--- src/rtl/lsu_wb_master.sv ---
// Load/store unit Wishbone classic master: one request at a time, store lane
// replication with byte selects, and sign/zero extension of load data.
module lsu_wb_master #(
   parameter int unsigned RD_LAT  = 1,
   parameter int unsigned TIMEOUT = 255
) (
   input  logic        clk,
   input  logic        reset_n,
   input  logic        req_valid_i,
   output logic        req_ready_o,
   input  logic        req_we_i,
   input  logic [31:0] req_addr_i,
   input  logic [31:0] req_wdata_i,
   input  logic [1:0]  req_size_i,
   input  logic        req_unsigned_i,
   output logic        rsp_valid_o,
   output logic [31:0] rsp_rdata_o,
   output logic        rsp_err_o,
   output logic        wb_cyc_o,
   output logic        wb_stb_o,
   output logic        wb_we_o,
   output logic [31:0] wb_adr_o,
   output logic [3:0]  wb_sel_o,
   output logic [31:0] wb_dat_o,
   input  logic [31:0] wb_dat_i,
   input  logic        wb_ack_i
);

   localparam int unsigned TW = $clog2(TIMEOUT + 1);
   localparam logic [TW-1:0] T_LAST = TW'(TIMEOUT - 1);
   localparam logic [1:0]    L_LAST = 2'(RD_LAT);

   localparam logic [1:0] IDLE   = 2'd0;
   localparam logic [1:0] BUS    = 2'd1;
   localparam logic [1:0] RDWAIT = 2'd2;
   localparam logic [1:0] RESP   = 2'd3;

   logic [1:0]    state_q, state_d;
   logic          we_q, uns_q, err_q;
   logic [31:0]   addr_q, wdata_q, rdata_q;
   logic [1:0]    size_q;
   logic [TW-1:0] tcnt_q;
   logic [1:0]    lcnt_q;

   logic        bad_req, in_bus;
   logic [31:0] shifted, ext, dat;
   logic [3:0]  sel;

   assign bad_req = (req_size_i == 2'b11) ||
                    (req_size_i == 2'b01 && req_addr_i[0]) ||
                    (req_size_i == 2'b10 && req_addr_i[1:0] != 2'b00);
   assign in_bus  = (state_q == BUS);

   // Load extractor: align the addressed lane to bit 0, then extend.
   assign shifted = wb_dat_i >> {addr_q[1:0], 3'b000};
   always_comb begin
      case (size_q)
         2'b00:   ext = {{24{shifted[7] & ~uns_q}}, shifted[7:0]};
         2'b01:   ext = {{16{shifted[15] & ~uns_q}}, shifted[15:0]};
         default: ext = shifted;
      endcase
   end

   always_comb begin
      sel = 4'b0000;
      dat = 32'h0;
      case (size_q)
         2'b00: begin
            sel = 4'b0001 << addr_q[1:0];
            dat = {4{wdata_q[7:0]}};
         end
         2'b01: begin
            sel = addr_q[1] ? 4'b1100 : 4'b0011;
            dat = {2{wdata_q[15:0]}};
         end
         2'b10: begin
            sel = 4'b1111;
            dat = wdata_q;
         end
         default: ;
      endcase
   end

   always_comb begin
      state_d = state_q;
      case (state_q)
         IDLE:   if (req_valid_i) state_d = bad_req ? RESP : BUS;
         BUS: begin
            // A late ack in the final timeout cycle still completes the access.
            if (wb_ack_i)                state_d = (we_q || RD_LAT == 0) ? RESP : RDWAIT;
            else if (tcnt_q == T_LAST)   state_d = RESP;
         end
         RDWAIT: if (lcnt_q == L_LAST) state_d = RESP;
         default: state_d = IDLE;
      endcase
   end

   always_ff @(posedge clk) begin
      if (!reset_n) begin
         state_q <= IDLE;
         we_q    <= 1'b0;
         uns_q   <= 1'b0;
         err_q   <= 1'b0;
         addr_q  <= 32'h0;
         wdata_q <= 32'h0;
         rdata_q <= 32'h0;
         size_q  <= 2'b00;
         tcnt_q  <= '0;
         lcnt_q  <= 2'd0;
      end else begin
         state_q <= state_d;
         case (state_q)
            IDLE: begin
               if (req_valid_i) begin
                  we_q    <= req_we_i;
                  addr_q  <= req_addr_i;
                  wdata_q <= req_wdata_i;
                  size_q  <= req_size_i;
                  uns_q   <= req_unsigned_i;
                  err_q   <= bad_req;
                  tcnt_q  <= '0;
                  if (bad_req) rdata_q <= 32'h0;
               end
            end
            BUS: begin
               tcnt_q <= tcnt_q + TW'(1);
               lcnt_q <= 2'd1;
               if (wb_ack_i) begin
                  if (we_q)             rdata_q <= 32'h0;
                  else if (RD_LAT == 0) rdata_q <= ext;
               end else if (tcnt_q == T_LAST) begin
                  err_q   <= 1'b1;
                  rdata_q <= 32'h0;
               end
            end
            RDWAIT: begin
               lcnt_q <= lcnt_q + 2'd1;
               if (lcnt_q == L_LAST) rdata_q <= ext;
            end
            default: ;
         endcase
      end
   end

   assign req_ready_o = (state_q == IDLE);
   assign rsp_valid_o = (state_q == RESP);
   assign rsp_err_o   = (state_q == RESP) & err_q;
   assign rsp_rdata_o = rdata_q;

   assign wb_cyc_o = in_bus;
   assign wb_stb_o = in_bus;
   assign wb_we_o  = in_bus & we_q;
   assign wb_adr_o = in_bus ? {addr_q[31:2], 2'b00} : 32'h0;
   assign wb_sel_o = in_bus ? sel : 4'b0000;
   assign wb_dat_o = (in_bus & we_q) ? dat : 32'h0;

endmodule

--- config.mk ---
export PLATFORM = sky130hd
export DESIGN_NAME = lsu_wb_master
export DESIGN_NICKNAME = d
export VERILOG_FILES = /design/src/rtl/lsu_wb_master.sv
export SDC_FILE = /design/constraint.sdc
export NUM_CORES = 1
export LEC_CHECK = 0
export CELL_PAD_IN_SITES_DETAIL_PLACEMENT = 1
export CELL_PAD_IN_SITES_GLOBAL_PLACEMENT = 2
export CORE_MARGIN = 1.5
export CORE_UTILIZATION = 37
export DETAILED_ROUTE_END_ITERATION = 16
export DONT_BUFFER_PORTS = 1
export PLACE_DENSITY_LB_ADDON = 0.1
export SKIP_CTS_REPAIR_TIMING = 1
export SLEW_MARGIN = 20
export SYNTH_ARGS = -nofsm -noshare
export SYNTH_HDL_FRONTEND = slang
export SYNTH_SLANG_ARGS = --single-unit
export TNS_END_PERCENT = 1
--- constraint.sdc ---
create_clock -name clk -period 6.2 [get_ports clk]
set_clock_uncertainty 0.05 [all_clocks]
set_input_delay 1.24 -clock clk [delete_from_list [all_inputs] [get_ports clk]]
set_output_delay 1.24 -clock clk [all_outputs]
set_load 0.05 [all_outputs]
# Word-level counts from Yosys, hierarchy flattened
# Cells that the tools add are included.
# Widths: inputs -> output; s select.
dict set report op_classes {
  shift 2
  bitwise 5
  n_eq_ne 17
  reduce_logical 15
  n_addsub 2
  n_mux 28
}
# cell count
set ops {}
lappend ops {{$mux 32} 8}
lappend ops {{$pmux 32 s3} 2}
lappend ops {{$pmux 32 s2} 1}
lappend ops {{$shr 32x5->32} 1}
lappend ops {{$pmux 8 s2} 1}
lappend ops {{$pmux 4 s3} 1}
lappend ops {{$eq 2x2->1 const B} 5}
lappend ops {{$mux 2} 5}
lappend ops {{$add 8x1->8 const B} 1}
lappend ops {{$eq 2x1->1 const B} 4}
lappend ops {{$eq 8x8->1 const B} 1}
lappend ops {{$mux 4} 2}
lappend ops {{$mux 8} 1}
lappend ops {{$ne 2x2->1 const B} 3}
lappend ops {{$pmux 2 s3} 1}
lappend ops {{$reduce_and 6->1} 1}
lappend ops {{$reduce_bool 2->1} 3}
lappend ops {{$and 1x1->1} 4}
lappend ops {{$logic_not 2->1} 2}
lappend ops {{$mux 1} 4}
lappend ops {{$ne 2x1->1 const B} 2}
lappend ops {{$pmux 2 s2} 1}
lappend ops {{$reduce_and 2->1} 2}
lappend ops {{$reduce_and 4->1} 1}
lappend ops {{other kinds (10)} 12}
dict set report totals {
  regBits 113
  wordCells 79
  in_bits 104
  out_inout_bits 106
}

# Logic depth before layout (Yosys ltp)
dict set report depth {
  depth_word 7
  mapped_depth 10
  depth_no_buf 7
}

# Least setup slack after synthesis
# Ideal clock, no wire load.
dict set report synth_timing {
  path_type {register -> output}
  startpoint {reg state_q[1]}
  endpoint {out wb_dat_o[12]}
  required_time_ps 4910
  path_slack_ps 2613
  t_arrival_ps 2297
  path_stages_with_launch 7
  cell_sequence {dfxtp_1 > inv_1 > ha_1 > clkbuf_1 > nand2_1 > clkbuf_1 > nor2_1}
}
dict set report synth_via {
  elab_chain_len 3
}
# item line
set synth_lines {}
lappend synth_lines {{start: declaration} 38} ;# logic [1:0] state_q, state_d;
lappend synth_lines {{start signal: assignment} 111} ;# state_q <= state_d;
lappend synth_lines {{$eq 2x1->1} 52} ;# assign in_bus = (state_q == BUS);
lappend synth_lines {{via wb_cyc_o} 19} ;# output logic wb_cyc_o,
lappend synth_lines {{$and 1x1->1} 155} ;# assign wb_dat_o = (in_bus & we_q) ? dat : 32'h0;
lappend synth_lines {{$mux 32} 155}
lappend synth_lines {{end: declaration} 24} ;# output logic [31:0] wb_dat_o,
# The timed path passes the listed nets, and every way through them passes these cells.

# Worst setup path in the final report
dict set report layout_timing {
  startpoint {reg state_q[1]}
  endpoint {out wb_dat_o[5]}
}
# The elaborated chain is that of the path after synthesis.

==> qor.txt <==
End point of the critical path = wb_dat_o[5]
TritonCTS clock tree = done
Status = completed
Power Internal = 1.65 mW
Sequential fraction of design power = 36.0%
Share of final-layout standard cells stronger than drive strength 1 = 9.03%
DR vias = 5033
Chip height = 127 um
Antenna diodes = 0
Mean routed wirelength per cell = 20.1 um
Class of the most critical setup path = flop to output port
Final critical-path setup slack = 1.48 ns
DRC marker count from the first detailed-route iteration = 186
Area taken by multi-input logic gates = 3140 sq um
Initial cell density of the core = 37.6%
Number of instances in the synthesized netlist = 719
Multiplexer share of the synthesized area = 5.36%
Number of levels in the clock H-tree = 4
Number of placement rows = 45
Register area = 2260 sq um
Port Buf Inserts = 0
Sinks on the clock net = 113
Clk_lat worst skew = 0.42 ns
Overflow after GRT = 0
Fraction of synthesis flops using an asynchronous set or reset pin = 0%
Via count of the first global-routing pass = 5123
Part of the cycle the worst path needs = 76.2%
Peak supply drop = 0.000324 V
Static leakage = 2.22 nW
Number of top-level pins = 210
Area of the mapped netlist = 5700 sq um
Tightest hold margin = 0.400 ns
Origin of the worst setup path = state_q[1]
Cell with the biggest individual delay on the critical path = sky130_fd_sc_hd__nand2_1
Syn avg cell area = 7.92 sq um
Fmax = 0.212 GHz
Switch Pwr = 1.17 mW
Share of the synthesized netlist area taken by xor and xnor gates = 1.08%
Number of unique standard cell types used by synthesis = 51
Kind of start point of the critical path = flop
Net switching fraction of the power = 41.5%
Post-placement setup slack = 1.86 ns
Count of maximum capacitance violations = 0
CP arrival = 3.43 ns
Cell accounting for the most synthesized area = sky130_fd_sc_hd__dfxtp_1
Final slew viol count = 0
Crit path required time = 4.91 ns
Sequential element share of the synthesized area = 39.7%
Path type of the worst min-delay path = flop to flop
R2R setup slack = 3.13 ns
Pre-antenna DRT Iters = 4
Area fraction in compound gates after synthesis = 23.7%
Number of buffers between clock root and the deepest sink = 2
Num CTS Buffers = 17
Number of fill cells = 1834
Top cells by area, synth = sky130_fd_sc_hd__dfxtp_1 40%, sky130_fd_sc_hd__nand2_1 12%, sky130_fd_sc_hd__a21oi_1 5.8%, sky130_fd_sc_hd__mux2i_1 4.6%, sky130_fd_sc_hd__and2_1 4.5%
Number of antenna violations at the first check in global routing = 0
Yosys reg bits = 113
Count of unresolved DRC violations after routing = 0
Die area = 16100 sq um
Relative slew slack = 28.2%
DPL Wire Length = 12.1 mm
Worst reg2reg endpoint = rsp_rdata_o[16]
Critical Path Sink Type = output port
Post-layout min period = 4.72 ns
Maximum number of pins on one net before global-route repair = 70
Synthesis warning total = 0
Post-synthesis adder-cell area fraction = 1.54%
X dimension of the die = 127 um
Total routing resource utilization after global routing = 22.3%
Post-synthesis to final-layout area growth = 10.4%
Sum of routed wire length over all layers = 17.8 mm
Relative contribution of the clock network to total power = 32.2%
Areal power density over the cells = 448 nW/um^2
Setup-violating endpoint count in the final report = 0
Hold violation count in the final report = 0
Final net count = 797
Final TNS setup = 0 ns
Unrepaired setup endpoints after global routing = no
Number of antenna-violating nets in the routed design = 0
Area inside the core boundary = 15100 sq um
Root Driver = sky130_fd_sc_hd__clkbuf_16
Critical path, cell by cell = inv_1, ha_2, buf_4, nand2_1, a21oi_1, and2_1
Crit path largest cell delay = 0.69 ns
Post-CTS clock slew at the launch and capture registers of the worst setup and hold paths = 0.05 ns
Path depth of the worst reg2reg path = 7
Routability congestion estimate from global placement = 0.823
Global-route wire length before repair = 28.2 mm
Logic pwr share = 31.8%
Main synth FF type = sky130_fd_sc_hd__dfxtp_1
Count of flip-flops with a built-in enable after synthesis = 0
Combinational family with the most area after synthesis = compound AO/OA/AOI/OAI gates
Slew at the pin closest to its max-slew limit = 1.08 ns
Post-synth top area share = 39.7%
Ratio of routed vias to standard cells = 5.68
Hold Path Depth = 2
Worst Path Max Fanout = 41
Post-synthesis share of cell area spent on and, or, nand and nor gates = 23.3%
Reg-to-Reg Start = state_q[0]
-- kinds of logic (layout without fill, tap and decap cells) --
| group | count (synthesis) | after routing |
|---|---|---|
| compound gates | 190 | 190 |
| xor+xnor | 7 | 7 |
| fa+ha+maj | 7 | 7 |
| buf+inv | 71 | 49 |
| flops | 113 | 113 |
| mux | 29 | 29 |
| other cells | 1 | 2 |
| simple gates | 301 | 301 |
-- critical path: cells and delay by family, from the launching register on --
kind | cells | cell delay [ns]
AOI/OAI and AO/OA | 1 | 0.69
DFF | 1 | 0.33
buffers and inverters | 2 | 0.59
adders and majority gates | 1 | 0.16
and+or+nand+nor | 2 | 1.22
-- stage by stage --
step                cell area [sq um]  util, %  power [mW]  cells
floorplan                        5700        -        1.75    720
global placement                 5740     37.9        1.90    855
detailed placement               5740     37.9        1.93    855
CTS                              6290     41.5        2.85    886
global route                     6290     41.5        2.99    886
finish                           6290     41.5        2.82    886
-- cell usage after synthesis, drive strengths merged, types with 2 or more instances --
cell type / instances
a2111oi: 7
a211oi: 11
a21boi: 32
a21oi: 67
a22oi: 8
a31o: 7
a31oi: 2
a32o: 22
and2: 41
and3: 2
buf: 22
clkbuf: 40
dfxtp: 113
ha: 7
inv: 8
mux2: 2
mux2i: 26
nand2: 175
nand2b: 5
nand3: 4
nand4: 2
nor2: 55
nor2b: 8
nor4: 2
o21ai: 21
o21bai: 2
o22a: 3
o31ai: 2
or3: 2
xor2: 7
-- how the worst min path moves through the flow --
stage / start / slack (ns) / to
after floorplan: addr_q[10] / 0.38 / addr_q[10]
after global placement: addr_q[28] / 0.39 / addr_q[28]
after detailed placement: addr_q[27] / 0.39 / addr_q[27]
after CTS: addr_q[25] / 0.40 / addr_q[25]
after global routing: addr_q[26] / 0.42 / addr_q[26]
final: addr_q[25] / 0.40 / addr_q[25]
-- metal layers --
metal	track usage (%)	vias to the layer above	part of all wire (%)
met5	0	-	0
met4	5.95	0	1.2
met3	8.21	19	7.2
met2	36.3	159	46
met1	27.9	2459	45
li1	-	2396	-
-- registers in the layout (all words and copies together), names as in the netlist --
name	cells
addr_q	32
rsp_rdata_o	32
wdata_q	32
tcnt_q	8
lcnt_q	2
size_q	2
state_q	2
err_q	1
uns_q	1
we_q	1
-- cell usage in the layout (no fill, tap or decap), types with 3 or more instances in the layout --
cell type and n:
sky130_fd_sc_hd__nor2b_1 8, sky130_fd_sc_hd__xor2_1 7, sky130_fd_sc_hd__a21boi_0 32, sky130_fd_sc_hd__a211oi_1 10, sky130_fd_sc_hd__a31o_2 3, sky130_fd_sc_hd__nor2_1 55, sky130_fd_sc_hd__buf_4 9, sky130_fd_sc_hd__ha_1 6
sky130_fd_sc_hd__mux2i_1 26, sky130_fd_sc_hd__and2_1 40, sky130_fd_sc_hd__nand3_1 4, sky130_fd_sc_hd__dfxtp_1 112, sky130_fd_sc_hd__a22oi_1 8, sky130_fd_sc_hd__a32o_1 22, sky130_fd_sc_hd__nand2b_1 5, sky130_fd_sc_hd__a2111oi_2 7
sky130_fd_sc_hd__a21oi_1 66, sky130_fd_sc_hd__a31o_1 4, sky130_fd_sc_hd__o21ai_0 19, sky130_fd_sc_hd__clkbuf_16 17, sky130_fd_sc_hd__inv_1 8, sky130_fd_sc_hd__nand2_1 174, sky130_fd_sc_hd__clkinv_2 5, sky130_fd_sc_hd__o22a_1 3
-- final cells by class --
type	count	area share [%]
multi-input cells	536	50.0
flip-flops and latches	113	36.0
clock buffers	21	7.32
well taps	188	3.74
clock inverters	10	1.39
repair buffers	9	1.07
inverters	9	0.537
-- power by group through the flow --
stage	clock [mW]	sequential, mW	combinational (mW)
finish	0.908	1.01	0.895
global route	0.966	1.03	0.994
CTS	0.930	1.01	0.908
detailed placement	0	1.03	0.904
global placement	0	1.02	0.873
floorplan	0	0.990	0.761
(Power assumes the default switching activity.)
